$ cat src/rtl/dat_xfer_ctrl.sv
`default_nettype none
// +----------------------------------------------------------------------------+
// | Module  : dat_xfer_ctrl                                                    |
// | Brief   : DAT-line block transfer sequencer (read/write, busy, timeout,    |
// |           abort). Optional stop-at-block-gap via SDHCI_STOP_AT_BLOCK_GAP_EN|
// | Revision: 1.0 - initial release                                            |
// +----------------------------------------------------------------------------+
module dat_xfer_ctrl #(
    parameter int CntWidth     = 16,
    parameter int TimeoutWidth = 24
) (
    input  logic                    clk_i,
    input  logic                    rst_i,
    input  logic                    sd_clk_en_p_i,
    input  logic                    abort_i,
    input  logic                    cmd_issued_i,
    input  logic                    dir_read_i,
    input  logic                    block_count_en_i,
    input  logic [CntWidth-1:0]     block_count_i,
    input  logic                    auto_cmd12_en_i,
    input  logic [TimeoutWidth-1:0] timeout_limit_i,
    input  logic                    stop_at_gap_i,
    input  logic                    continue_i,
    input  logic                    sd_cmd_done_i,
    input  logic                    sd_rsp_done_i,
    input  logic                    buf_wr_ready_i,
    input  logic                    buf_rd_valid_i,
    input  logic                    buf_empty_i,
    input  logic                    eng_done_i,
    input  logic                    eng_crc_err_i,
    input  logic                    eng_end_bit_err_i,
    input  logic                    eng_busy_i,
    output logic                    eng_start_o,
    output logic                    pause_sd_clk_o,
    output logic                    read_active_o,
    output logic                    write_active_o,
    output logic                    request_cmd12_o,
    output logic                    xfer_complete_o,
    output logic                    block_gap_o,
    output logic                    crc_err_o,
    output logic                    end_bit_err_o,
    output logic                    timeout_err_o,
    output logic [CntWidth-1:0]     blocks_left_o
);

    localparam logic [3:0] S_IDLE       = 4'd0;
    localparam logic [3:0] S_WAIT_CMD   = 4'd1;
    localparam logic [3:0] S_WAIT_RSP   = 4'd2;
    localparam logic [3:0] S_WAIT_BUF   = 4'd3;
    localparam logic [3:0] S_START      = 4'd4;
    localparam logic [3:0] S_XFER       = 4'd5;
    localparam logic [3:0] S_BLOCK_DONE = 4'd6;
    localparam logic [3:0] S_WR_BUSY    = 4'd7;
    localparam logic [3:0] S_DRAIN      = 4'd8;
    localparam logic [3:0] S_DONE       = 4'd9;
    localparam logic [3:0] S_TIMEOUT    = 4'd10;
`ifdef SDHCI_STOP_AT_BLOCK_GAP_EN
    localparam logic [3:0] S_GAP        = 4'd11;
    localparam logic [3:0] S_GAP_TGT    = S_GAP;
`else
    localparam logic [3:0] S_GAP_TGT    = S_WAIT_BUF;
`endif

    logic [3:0]              r_state;
    logic [3:0]              w_state_next;
    logic                    r_dir_read;
    logic                    r_cnt_en;
    logic                    r_last;
    logic                    r_first;
    logic [CntWidth-1:0]     r_blocks_left;
    logic [TimeoutWidth-1:0] r_tcnt;
    logic                    w_cmd_accept;
    logic                    w_last_now;
    logic                    w_tout_hit;
    logic                    w_gap_req;
    logic                    w_in_gap;

    assign w_cmd_accept = cmd_issued_i && !(block_count_en_i && (block_count_i == '0));
    assign w_last_now   = r_cnt_en && (r_blocks_left == CntWidth'(1));
    assign w_tout_hit   = (r_tcnt == timeout_limit_i);

`ifdef SDHCI_STOP_AT_BLOCK_GAP_EN
    assign w_gap_req = stop_at_gap_i;
    assign w_in_gap  = (r_state == S_GAP);
`else
    // Gap controls have no effect in this build.
    logic w_unused_gap;
    assign w_unused_gap = stop_at_gap_i ^ continue_i;
    assign w_gap_req    = 1'b0;
    assign w_in_gap     = 1'b0;
`endif

    always_ff @(posedge clk_i) begin
        if (rst_i) begin
            r_state <= S_IDLE;
        end else begin
            r_state <= w_state_next;
        end
    end

    always_comb begin
        w_state_next = r_state;
        if (abort_i) begin
            w_state_next = S_IDLE;
        end else begin
            case (r_state)
                S_IDLE:       if (w_cmd_accept) w_state_next = dir_read_i ? S_WAIT_CMD : S_WAIT_RSP;
                S_WAIT_CMD:   if (sd_cmd_done_i) w_state_next = S_WAIT_BUF;
                S_WAIT_RSP:   if (sd_rsp_done_i) w_state_next = S_WAIT_BUF;
                S_WAIT_BUF:   if (r_dir_read ? buf_wr_ready_i : buf_rd_valid_i) w_state_next = S_START;
                S_START:      if (sd_clk_en_p_i) w_state_next = S_XFER;
                S_XFER: begin
                    if (eng_done_i)                    w_state_next = S_BLOCK_DONE;
                    else if (r_dir_read && w_tout_hit) w_state_next = S_TIMEOUT;
                end
                S_BLOCK_DONE: begin
                    if (!r_dir_read)    w_state_next = S_WR_BUSY;
                    else if (w_last_now) w_state_next = S_DRAIN;
                    else if (w_gap_req)  w_state_next = S_GAP_TGT;
                    else                 w_state_next = S_WAIT_BUF;
                end
                S_WR_BUSY: begin
                    if (!eng_busy_i)     w_state_next = r_last ? S_DONE : (w_gap_req ? S_GAP_TGT : S_WAIT_BUF);
                    else if (w_tout_hit) w_state_next = S_TIMEOUT;
                end
                S_DRAIN:      if (buf_empty_i) w_state_next = S_DONE;
                S_DONE:       w_state_next = S_IDLE;
                S_TIMEOUT:    w_state_next = S_IDLE;
`ifdef SDHCI_STOP_AT_BLOCK_GAP_EN
                S_GAP:        if (continue_i) w_state_next = S_WAIT_BUF;
`endif
                default:      w_state_next = S_IDLE;
            endcase
        end
    end

    // Timeout counter restarts on every state change, so it is clear on entry to XFER/WR_BUSY.
    always_ff @(posedge clk_i) begin
        if (rst_i || abort_i) begin
            r_dir_read    <= 1'b0;
            r_cnt_en      <= 1'b0;
            r_last        <= 1'b0;
            r_first       <= 1'b0;
            r_blocks_left <= '0;
            r_tcnt        <= '0;
        end else begin
            r_first <= (w_state_next != r_state);
            if ((r_state == S_IDLE) && w_cmd_accept) begin
                r_dir_read    <= dir_read_i;
                r_cnt_en      <= block_count_en_i;
                r_blocks_left <= block_count_i;
            end
            if (r_state == S_BLOCK_DONE) begin
                r_last <= w_last_now;
                if (r_cnt_en && (r_blocks_left != '0)) begin
                    r_blocks_left <= r_blocks_left - CntWidth'(1);
                end
            end
            if (w_state_next != r_state) begin
                r_tcnt <= '0;
            end else if (sd_clk_en_p_i && ((r_state == S_XFER) || ((r_state == S_WR_BUSY) && eng_busy_i))) begin
                r_tcnt <= r_tcnt + TimeoutWidth'(1);
            end
        end
    end

    always_comb begin
        eng_start_o     = (r_state == S_START);
        pause_sd_clk_o  = r_dir_read && (((r_state == S_WAIT_BUF) && !buf_wr_ready_i) || w_in_gap);
        read_active_o   = r_dir_read && (r_state != S_IDLE);
        write_active_o  = !r_dir_read && (r_state != S_IDLE);
        request_cmd12_o = auto_cmd12_en_i &&
                          (((r_state == S_DRAIN) && r_first) || ((r_state == S_DONE) && !r_dir_read));
        xfer_complete_o = (r_state == S_DONE);
        block_gap_o     = w_in_gap && r_first;
        crc_err_o       = (r_state == S_XFER) && eng_done_i && eng_crc_err_i;
        end_bit_err_o   = (r_state == S_XFER) && eng_done_i && eng_end_bit_err_i;
        timeout_err_o   = (r_state == S_TIMEOUT);
        blocks_left_o   = r_blocks_left;
    end

endmodule
`default_nettype wire

$ cat config.mk
export PLATFORM = sky130hd
export DESIGN_NAME = dat_xfer_ctrl
export DESIGN_NICKNAME = d
export VERILOG_FILES = /design/src/rtl/dat_xfer_ctrl.sv
export SDC_FILE = /design/constraint.sdc
export NUM_CORES = 1
export LEC_CHECK = 0
export ABC_AREA = 1
export BUFFER_PORTS_ARGS = -buffer_cell sky130_fd_sc_hd__buf_4
export CORE_MARGIN = 2
export CORE_UTILIZATION = 40
export DETAILED_ROUTE_END_ITERATION = 10
export PLACE_DENSITY = 0.58
export SLEW_MARGIN = 20
export SYNTH_ARGS = -nofsm -noshare
export SYNTH_HDL_FRONTEND = slang
export SYNTH_SLANG_ARGS = --single-unit
$ cat constraint.sdc
create_clock -name clk_i -period 3.3 [get_ports clk_i]
set_input_delay 0 -clock clk_i [delete_from_list [all_inputs] [get_ports clk_i]]
set_output_delay 0 -clock clk_i [all_outputs]
set_load 0.1 [all_outputs]
==> flow_metrics.env <==
export IMPL_port_buffers=81
export IMPL_dieHeight_um=101
export IMPL_worstPathArrival_ps=2490
export IMPL_r2r_cells=16
export IMPL_met1_length_mm=4.27
export IMPL_syn_to_final_growth_pct=22.1
export IMPL_wl_mm=9.34
export IMPL_rsz0062_at_grt="false"
export IMPL_syn_area_per_cell_um2=5.99
export IMPL_hold_path_class="in -> reg"
export IMPL_maxCapViolCount=0
export IMPL_fin_crit_sh=0.701
export IMPL_final_common_cell="nand2_1"
export IMPL_post_route_min_period_ps=2310
export IMPL_start_kind="flip-flop"
export IMPL_stdcell_area_um2=4610
export IMPL_dp_hpwl_mm=7.53
export IMPL_grt_max_degree=25
export IMPL_yosysUniqueCellTypes=41
export IMPL_drt_vias_per_instance=4.73
export IMPL_drt_iter0_drc=128
export IMPL_cts_sinks=48
export IMPL_wl_per_cell_um=11.4
export IMPL_path_max_fanout=24
export IMPL_setup_viol=0
export IMPL_initial_core_util=0.410
export IMPL_clk_pin_slew_ps=100
export IMPL_drive_gt1_frac=0.187
export IMPL_crit_type="reg -> reg"
export IMPL_layout_common_cells="174 x nand2_1, 109 x inv_1, 98 x nor2_1"
export IMPL_grt_first_pass_wirelength_mm=16.0
export IMPL_wl_met3_um=335
export IMPL_cts_inserted_buffers=5
export IMPL_ys_warn_count=0
export IMPL_synth_area_um2=3770
export IMPL_vias=3892
export IMPL_drt_pass1_iterations=4
export IMPL_io_pins=85
export IMPL_grt_util_all_layers=0.190
export IMPL_synthCells=630
export IMPL_max_clock_path_buffers=2
export IMPL_clock_skew_ps=13.1
export IMPL_cts_tree="done"
export IMPL_synthesis_nets=693
export IMPL_grt_overflow=0
export IMPL_clk_insertion_delay_late_ps=310
export IMPL_hold_viol_final=0
export IMPL_drv_slew=0
export IMPL_route_detailed_drc=0
export IMPL_die_x_um=101
export IMPL_grt_pass1_vias=3718
export IMPL_die_area_um2=10200
export IMPL_dr_wl_met2_mm=4.68
export IMPL_end_kind="flip-flop"
export IMPL_fin_setup_tns_ps=0
export IMPL_outcome="finished clean"
export IMPL_power_density_nw_per_um2=300
export IMPL_htree_levels=2
export IMPL_holdPathStages=5
export IMPL_ys_ff_latch=48
export IMPL_place_area_um2=4460
export IMPL_antenna_found_initial=0
export IMPL_rows=35
export IMPL_diodes=0
export IMPL_ys_seq_area_frac=0.255
export IMPL_cts_root_buf="clkbuf_8"
export IMPL_final_util=0.501
export IMPL_timing_fmax_mhz=432
export IMPL_postCtsSetupRepairBufs=0
export IMPL_p_leak_nw=2.37
export IMPL_ant_nets=0
export IMPL_required_ps=3480
export IMPL_vdd_ir_drop_max_mv=0.202
export IMPL_nets=773
export IMPL_gp_congestion=0.880
export IMPL_top_layer="met4"
export IMPL_core_area_um2=9200
export IMPL_holdWs_ps=18.6
-- sequential cells by signal, summed over array words and instances, names as in the netlist --
signal and cells:
r_state 4, r_last 1, r_first 1, r_dir_read 1, blocks_left_o 16, r_cnt_en 1
r_tcnt 24
-- cells in the mapped netlist (all sizes together) --
| cell | number | area share |
|---|---|---|
| o21bai | 1 | 0.0020 |
| o22ai | 1 | 0.0017 |
| nand4 | 11 | 0.020 |
| nor3b | 1 | 0.0020 |
| ha | 4 | 0.013 |
| or2 | 4 | 0.0066 |
| a21boi | 1 | 0.0020 |
| nor3 | 12 | 0.025 |
| o311ai | 1 | 0.0023 |
| o21ai | 27 | 0.039 |
| nand3b | 1 | 0.0020 |
| mux2i | 1 | 0.0027 |
| inv | 114 | 0.11 |
| nand3 | 25 | 0.038 |
| o211ai | 10 | 0.020 |
| a221oi | 1 | 0.0023 |
| nand2 | 178 | 0.18 |
| buf | 7 | 0.017 |
| a31oi | 4 | 0.0066 |
| clkinv | 2 | 0.0020 |
| dfxtp | 48 | 0.25 |
| nor2 | 115 | 0.13 |
| clkbuf | 6 | 0.0063 |
| nor4 | 1 | 0.0017 |
| xor2 | 30 | 0.070 |
| xnor2 | 8 | 0.019 |
| a211oi | 2 | 0.0040 |
| conb | 1 | 0.00099 |
| a21oi | 13 | 0.017 |
-- final cells by class --
| cell class | count | area, um^2 |
|---|---|---|
| flip-flops and latches | 48 | 961 |
| well taps | 111 | 139 |
| inverters | 116 | 435 |
| multi-input cells | 453 | 2300 |
| repair buffers | 86 | 651 |
| clock buffers | 6 | 82.6 |
| clock inverters | 2 | 38.8 |
| fillers | 951 | 4590 |
-- cell families (layout without fill, tap and decap cells) --
group                    count (synthesis)  after routing  synth area share
adder cells (fa/ha/maj)                  4              4            0.0133
flip-flops                              48             48             0.255
XOR/XNOR                                38             38            0.0882
AO/OA/AOI/OAI                           61             61            0.0968
multiplexers                             1              1           0.00265
buffers and inverters                  129            210             0.138
AND/OR/NAND/NOR                        348            348             0.405
other                                    1              1          0.000994
-- metal layers --
metal | global-route usage | up-vias
met3 | 0.0270 | 5
met5 | 0 | -
met4 | 0.0322 | 0
li1 | - | 2073
met2 | 0.358 | 70
met1 | 0.232 | 1744
-- stage by stage --
stage                     setup WS [ps]  cells  total power [mW]
after global routing                654    822              1.46
final                               987    822              1.38
after detailed placement            995    812             0.938
after CTS                           960    822              1.40
after global placement             1000    812             0.935
after floorplan                     357    630             0.829
-- worst paths after layout --
path                                         startpoint                           end  slack, ps
worst min-delay path                  block_count_i[12]  blocks_left_o[12]$_SDFF_PP0_         20
worst max register to register  r_tcnt[13]$_SDFFE_PP0P_       r_tcnt[18]$_SDFFE_PP0P_        990
worst min register to register    r_cnt_en$_SDFFE_PP0P_         r_cnt_en$_SDFFE_PP0P_        490
worst max-delay path            r_tcnt[13]$_SDFFE_PP0P_       r_tcnt[18]$_SDFFE_PP0P_        990
-- worst max-delay path: stages (launching register included) --
cell and delay (ps):
dfxtp_1 480, inv_2 70, nand2_1 60, nand2_1 50
nor2_1 110, nand2_1 80, nor2_2 200, nand3_1 150
nand2_1 90, o211ai_1 140, nand2_1 120, nand2_1 50
nand2_1 70, nor2_2 50, nand3_2 70, buf_4 320
nor2_1 80
-- power breakdown --
group	internal (mW)	leakage (nW)	switching, mW
Clock	0.248	0.0614	0.209
Sequential	0.589	0.388	0.0124
Combinational	0.117	1.92	0.206
-- repair_timing --
| action | CTS | global route |
|---|---|---|
| hold buffers | 2 | 0 |
| setup endpoints to repair | 0 | 0 |
| gates resized for setup | 0 | 0 |
| hold endpoints to repair | 5 | 0 |
Note: power is estimated with default switching activity, not from simulation.
